[src/rtl/serial_word_receiver.sv]
// Framed serial-to-parallel receiver: start bit (0), WIDTH data bits, stop bit (1).
// Presents each good word on A_par with a one-cycle Valid pulse; bad stop bits raise Frame_err.
module serial_word_receiver #(
  parameter int WIDTH     = 4,
  parameter int MSB_FIRST = 1
) (
  input  logic             CLK,
  input  logic             Clear_b,
  input  logic             Shift_en,
  input  logic             Serial_in,
  output logic [WIDTH-1:0] A_par,
  output logic             Valid,
  output logic             Frame_err,
  output logic             Busy
);

  localparam int CW = $clog2(WIDTH);
  localparam logic [CW-1:0] LAST = CW'(WIDTH - 1);

  typedef enum logic [1:0] {
    S_IDLE = 2'd0,
    S_DATA = 2'd1,
    S_STOP = 2'd2
  } state_t;

  state_t           r_state;
  logic [CW-1:0]    r_cnt;
  logic [WIDTH-1:0] r_sr;
  logic [WIDTH-1:0] r_par;
  logic             r_valid;
  logic             r_ferr;
  logic             r_busy;

  state_t           w_state_nx;
  logic [CW-1:0]    w_cnt_nx;
  logic [WIDTH-1:0] w_sr_nx;
  logic [WIDTH-1:0] w_par_nx;
  logic             w_valid_nx;
  logic             w_ferr_nx;

  always_ff @(posedge CLK or negedge Clear_b) begin
    if (!Clear_b) begin
      r_state <= S_IDLE;
      r_cnt   <= '0;
      r_sr    <= '0;
      r_par   <= '0;
      r_valid <= 1'b0;
      r_ferr  <= 1'b0;
      r_busy  <= 1'b0;
    end else begin
      r_state <= w_state_nx;
      r_cnt   <= w_cnt_nx;
      r_sr    <= w_sr_nx;
      r_par   <= w_par_nx;
      r_valid <= w_valid_nx;
      r_ferr  <= w_ferr_nx;
      r_busy  <= (w_state_nx != S_IDLE);
    end
  end

  always_comb begin
    w_state_nx = r_state;
    w_cnt_nx   = r_cnt;
    w_sr_nx    = r_sr;
    w_par_nx   = r_par;
    w_valid_nx = 1'b0;
    w_ferr_nx  = 1'b0;
    if (Shift_en) begin
      unique case (r_state)
        S_IDLE: begin
          if (!Serial_in) begin
            w_state_nx = S_DATA;
            w_cnt_nx   = '0;
          end
        end
        S_DATA: begin
          if (MSB_FIRST != 0) w_sr_nx = {r_sr[WIDTH-2:0], Serial_in};
          else                w_sr_nx = {Serial_in, r_sr[WIDTH-1:1]};
          // Count saturates at the last data bit instead of wrapping.
          if (r_cnt == LAST) w_state_nx = S_STOP;
          else               w_cnt_nx   = r_cnt + CW'(1);
        end
        S_STOP: begin
          w_state_nx = S_IDLE;
          if (Serial_in) begin
            w_par_nx   = r_sr;
            w_valid_nx = 1'b1;
          end else begin
            w_ferr_nx  = 1'b1;
          end
        end
        default: w_state_nx = S_IDLE;
      endcase
    end
  end

  assign A_par     = r_par;
  assign Valid     = r_valid;
  assign Frame_err = r_ferr;
  assign Busy      = r_busy;

endmodule

[config.mk]
export PLATFORM = sky130hd
export DESIGN_NAME = serial_word_receiver
export DESIGN_NICKNAME = d
export VERILOG_FILES = /design/src/rtl/serial_word_receiver.sv
export SDC_FILE = /design/constraint.sdc
export NUM_CORES = 1
export LEC_CHECK = 0
export CORE_AREA = 5 5 42 44
export DETAILED_ROUTE_END_ITERATION = 8
export DIE_AREA = 0 0 47 49
export GPL_TIMING_DRIVEN = 0
export PLACE_DENSITY_LB_ADDON = 0.2
export SYNTH_ARGS = -nofsm -noshare
export SYNTH_HDL_FRONTEND = slang
export SYNTH_SLANG_ARGS = --single-unit
[constraint.sdc]
create_clock -name CLK -period 2.1 [get_ports CLK]
set_input_delay 0.63 -clock CLK [delete_from_list [all_inputs] [get_ports CLK]]
set_output_delay 0.63 -clock CLK [all_outputs]
set_load 0.005 [all_outputs]
==> results of run 1 <==
placed cells by master (no fill, tap or decap):
cell type / count
a21oi_1: 3
a31oi_1: 1
and2_1: 1
and2b_2: 1
and4_2: 1
clkbuf_4: 3
clkdlybuf4s50_1: 10
clkinv_2: 1
dfrtp_1: 15
ha_1: 1
inv_1: 4
mux2_2: 8
nand2_1: 1
nand4_1: 1
nor3b_1: 1
nor4b_1: 1
o21ai_0: 3
o22ai_1: 1
o2bb2ai_1: 2
or2b_2: 1
worst max-delay path: cells and delay by family:
| kind | cells | cell delay [ps] |
|---|---|---|
| buffers and inverters | 1 | 510 |
| AND/OR/NAND/NOR | 2 | 440 |
| multiplexers | 1 | 360 |
layout make-up:
| type | instances | area [um^2] | area share, % |
|---|---|---|---|
| Timing Repair Buffer | 10 | 100.1 | 13.16 |
| Tap cell | 16 | 20.02 | 2.632 |
| Inverter | 4 | 15.01 | 1.974 |
| Clock buffer | 3 | 22.52 | 2.961 |
| Multi-Input combinational cell | 27 | 222.7 | 29.28 |
| Sequential cell | 15 | 375.4 | 49.34 |
| Clock inverter | 1 | 5.005 | 0.6579 |
worst max-delay path by stage:
stage	slack, ps	end
5_1_grt	260	r_sr[2]$_DFFE_PN0P_
3_3_place_gp	40	r_sr[1]$_DFFE_PN0P_
3_5_place_dp	40	r_sr[3]$_DFFE_PN0P_
2_1_floorplan	690	r_sr[0]$_DFFE_PN0P_
4_1_cts	320	A_par[3]
6_report	330	r_sr[3]$_DFFE_PN0P_
registers in the layout, summed over array words and instances, names as in the netlist:
register / flops
A_par: 4
r_sr: 4
r_cnt: 2
r_state: 2
Busy: 1
Frame_err: 1
Valid: 1
routing by layer:
layer  up-vias  GRT usage, %
met5         -             0
met4         0         4.147
met3         4         3.321
met2         8         16.52
met1       197         13.89
li1        191             -
Yosys cell counts:
cell type | number | area share (%)
a21oi_1 | 3 | 2.4
a31oi_1 | 1 | 1.0
and2_1 | 1 | 1.0
and2b_2 | 1 | 1.4
and4_2 | 1 | 1.6
dfrtp_1 | 15 | 61
ha_1 | 1 | 2.0
inv_1 | 4 | 2.4
mux2_2 | 8 | 15
nand2_1 | 1 | 0.61
nand4_1 | 1 | 1.0
nor3b_1 | 1 | 1.2
nor4b_1 | 1 | 1.4
o21ai_0 | 3 | 2.4
o22ai_1 | 1 | 1.0
o2bb2ai_1 | 2 | 2.9
or2b_2 | 1 | 1.4
where the power goes:
| group | switching, uW | internal (uW) | total [uW] |
|---|---|---|---|
| Sequential | 70.3 | 392 | 462 |
| Combinational | 106 | 172 | 278 |
| Clock | 89.6 | 70.5 | 160 |
cells by family after synthesis:
logic type,count (synthesis),synth area share (%)
AOI/OAI and AO/OA,10,9.796
buffers and inverters,4,2.448
DFF,15,61.22
and+or+nand+nor,8,9.798
muxes,8,14.69
adders and majority gates,1,2.040
stage by stage:
stage	setup slack [ps]	power, uW	area (um^2)	utilization, %	std cells
after floorplan	687.1	636.2	613.1	-	46
after global routing	255.1	983.1	760.7	54.29	76
final	330.5	900.2	760.7	54.29	76
after global placement	40.49	746.4	733.2	52.32	72
after detailed placement	37.52	754.5	733.2	52.32	72
after CTS	323.6	915.9	760.7	54.29	76
==> flow_summary_export.csv, run 1 <==
group,metric,value,unit
critical_path,r2r-end,"r_sr[3]$_DFFE_PN0P_",
timing,final_hold_viol_count,0,
hold_path,hold_path.class,"reg2reg",
run_status,status,"finished clean",
timing,max_freq,565.1,MHz
placement,gp_congestion,0.7436,
global_route,antenna_found_initial,0,
global_route,grtUsageTotal,10.81,%
routing,wl_met3,57,um
cts,cts.sinks,15,
routing,ant_nets,0,
logic_synthesis,synth.avg_cell_area,13.33,um^2
critical_path,crit_chain,"clkdlybuf4s50_1, and2b_2, nand2_1, mux2_2",
timing,fin_crit_sh,84.26,%
critical_path,cp_slowest_stage_delay,510,ps
cts,clk_pin_slew,90,ps
placement,dpl.hpwl,721.6,um
cts,cts_tree,"yes",
critical_path,crit_slowest_cell,"clkdlybuf4s50_1",
layout,fillers,141,
routing,drt-total-wl,961,um
critical_path,crit_start,"Shift_en",
floorplan,die_area,2303,um^2
cts,cts_hold_buffers,0,
critical_path,r2r_slack,770,ps
routing,drc,0,
logic_synthesis,synthesis.nets,51,
global_route,grt-ovfl-total,0,
timing,tns,0,ps
global_route,grt_max_degree,16,
critical_path,critPathLaunchType,"primary input",
floorplan,start_util,43.75,%
cts,cts_buffers,3,
cts,clkLatencyLatePin,280,ps
critical_path,r2r_start,"r_state[1]$_DFF_PN0_",
floorplan,num_io_pins,11,
floorplan,die_w,47,um
critical_path,crit_path_end_kind,"register",
critical_path,critPathRequiredTime,2270,ps
timing,whs,512.9,ps
routing,viasPerCell,5.263,
routing,drt_iter0_markers,3,
routing,drt-met1-wl,430,um
floorplan,core_region_area,1401,um^2
timing,skew,3.310,ps
hold_path,hold_end,"A_par[1]$_DFFE_PN0P_",
power,p_leak,0.0003478,uW
routing,vias,400,
routing,wl_met2,458,um
critical_path,critPathMaxFanout,8,
hold_path,hp-start,"A_par[1]$_DFFE_PN0P_",
logic_synthesis,synth_warnings,0,
cts,root_buffer,"clkbuf_4",
placement,portBuffers,10,
routing,top_layer_used,"met4",
timing,relSlewSlack,57.38,%
critical_path,arrival,1940,ps
power,peakVddDrop,706.1,uV
critical_path,worstSetupPathType,"in2reg",
floorplan,chipHeight,49,um
timing,setup_viol_count_final,0,
floorplan,rows,14,
cts,h-tree-depth,1,
layout,antenna_cells,0,
logic_synthesis,syn_area,613.1,um^2
hold_path,min_path_cells,1,
timing,drv_slew,0,
timing,rsz0062_at_grt,"no",
cts,cts_max_path_buffers,2,
timing,post-route-min-period,1770,ps
global_route,grt_pass1_wl,1849,um
cts,cts_setup_buffers,0,
cts,cts_resized,0,
layout,area_growth,24.08,%
layout,layout.nets,66,
run,maxCapViolCount,0,
timing,worst_slew_pin_slew,637.3,ps
routing,dr.pass1.iters,2,
logic_synthesis,syn_inst,46,
routing,wl_per_cell,12.64,um
critical_path,reg2reg_depth,3,
logic_synthesis,synth_cell_type_count,17,
power,p_per_area,1183,nW/um^2
global_route,grt_pass1_vias,438,
logic_synthesis,ys_ff_latch,15,
layout,drive_above_1_share,25.00,%
logic_synthesis,seq_area_frac_synth,61.22,%
No activity file was read; power rests on OpenSTA's default activity.
==> run 2, diff against run 1 <==
clock period = 1.8 ns   (was 2.1 ns; I/O delays follow)
==> results of run 2 <==
Same layout as run 1 (identical final DEF). Status: finished clean.
Among the figures that moved: setup slack after placement 37.52 ps -> -172.5 ps; setup slack after layout 330.5 ps -> 120.5 ps; register-to-register setup slack 770 ps -> 470 ps; total power 900.2 uW -> 1050 uW; worst IR drop on VDD 706.1 uV -> 823.8 uV
==> run 3, diff against run 2 <==
CAP_MARGIN = 20   (was default)
CORE_AREA = default   (was 5 5 42 44)
CORE_MARGIN = 5   (was default)
CORE_UTILIZATION = 45   (was default)
DIE_AREA = default   (was 0 0 47 49)
==> flow_summary_export.csv, run 3 (synthesis results as in run 1) <==
group,metric,value,unit
power,p_total,1059,uW
global_route,grtUsageTotal,11.44,%
cts,clkLatencyLatePin,290,ps
global_route,grt-ovfl-total,0,
cts,h-tree-depth,1,
timing,fin_crit_sh,92.64,%
cts,root_buffer,"clkbuf_4",
global_route,antenna_found_initial,0,
hold_path,hp-start,"A_par[0]$_DFFE_PN0P_",
layout,final_common_cell,"dfrtp_1",
run_status,status,"finished clean",
run,maxCapViolCount,0,
critical_path,path_buf_inv,1,
routing,viasPerCell,5.133,
routing,ant_nets,0,
timing,relSlewSlack,56.99,%
placement,placed_cells,71,
timing,setup_viol_count_final,0,
timing,max_freq,599.7,MHz
power,p_per_area,1396,nW/um^2
critical_path,cp_slowest_stage_delay,500,ps
floorplan,start_util,47.12,%
layout,area_growth,23.67,%
global_route,grt_pass1_vias,401,
placement,place_ws,-164.7,ps
cts,clk_pin_slew,80,ps
layout,fillers,109,
cts,cts_tree,"yes",
global_route,grt_pass1_wl,1725,um
cts,cts_buffers,3,
floorplan,die_w,46.91,um
floorplan,rows,13,
critical_path,worstSetupPathType,"reg2out",
timing,post-route-min-period,1668,ps
timing,setup_ws,132.4,ps
layout,antenna_cells,0,
placement,gp_congestion,0.7356,
cts,cts_hold_buffers,0,
routing,vias,385,
critical_path,crit_family,"buffers and inverters",
floorplan,chipHeight,46.91,um
placement,dpl.hpwl,697,um
timing,skew,10.27,ps
cts,cts_resized,0,
cts,cts_setup_buffers,0,
critical_path,arrival,1130,ps
layout,finalInstanceArea,758.2,um^2
placement,portBuffers,10,
floorplan,core_region_area,1301,um^2
routing,dr.pass1.iters,2,
critical_path,crit_chain,"clkdlybuf4s50_1",
critical_path,critPathMaxFanout,2,
critical_path,crit_start,"A_par[3]$_DFFE_PN0P_",
placement,postPlaceCellArea,732.0,um^2
timing,rsz0062_at_grt,"no",
critical_path,r2r_start,"r_state[1]$_DFF_PN0_",
hold_path,hold_path.class,"reg2reg",
routing,drc,0,
layout,stdcell_count,75,
timing,final_hold_viol_count,0,
power,peakVddDrop,675.9,uV
timing,tns,0,ps
timing,drv_slew,0,
critical_path,crit_path_end_kind,"output port",
floorplan,die_area,2201,um^2
layout,drive_above_1_share,23.33,%
power,p_leak,0.0003450,uW
cts,cts_max_path_buffers,2,
global_route,grt_max_degree,16,
routing,wl_per_cell,12.73,um
critical_path,critPathLaunchType,"register",
critical_path,critPathRequiredTime,1260,ps
routing,drt_iter0_markers,2,
routing,drt-total-wl,955,um
timing,worst_slew_pin_slew,643.2,ps
layout,mostFrequentLayoutCells,"dfrtp_1, clkdlybuf4s50_1, mux2_2, inv_1",
critical_path,crit_slowest_cell,"clkdlybuf4s50_1",
floorplan,num_io_pins,11,
cts,cts.sinks,15,
layout,layout.nets,66,
-- run 3: final timing paths --
kind,end,slack (ps),cells after the start
worst min-delay path,A_par[0]$_DFFE_PN0P_,510,1
worst max-delay path,A_par[3],130,1
min in group asynchronous,r_state[1]$_DFF_PN0_,640,1
worst max register to register,r_sr[2]$_DFFE_PN0P_,460,3
worst min register to register,A_par[0]$_DFFE_PN0P_,510,1
max in group asynchronous,A_par[0]$_DFFE_PN0P_,730,1
-- run 3: final cells by class --
class / count / area [um^2] / share of cell area [%]
flip-flops and latches: 15 / 375.4 / 49.50
inverters: 4 / 15.01 / 1.980
clock buffers: 4 / 26.28 / 3.465
well taps: 15 / 18.77 / 2.475
multi-input cells: 27 / 222.7 / 29.37
repair buffers: 10 / 100.1 / 13.20
-- run 3: through the flow --
step	util, %	hold slack (ps)
final	58.27	510.0
after detailed placement	56.25	495.5
after global routing	58.27	537.0
after global placement	56.25	487.6
after CTS	58.27	513.1
after floorplan	-	244.4
-- run 3: power by group --
| part | switching, uW | internal [uW] |
|---|---|---|
| Combinational | 124 | 202 |
| Clock | 104 | 86.1 |
| Sequential | 85.1 | 457 |
| Total | 313 | 746 |
-- run 3: worst register-to-register path: stages (launching register included) --
cell	delay (ps)
dfrtp_1	440
and2b_2	250
nand2_1	170
mux2_2	360
-- run 3: per-layer routing --
| metal | part of all wire (%) | global-route usage (%) | vias up |
|---|---|---|---|
| met1 | 47 | 14.66 | 181 |
| met5 | 0 | 0 | - |
| met4 | 1.2 | 3.315 | 0 |
| met3 | 7.3 | 6.513 | 2 |
| met2 | 44 | 16.53 | 9 |
| li1 | - | - | 193 |
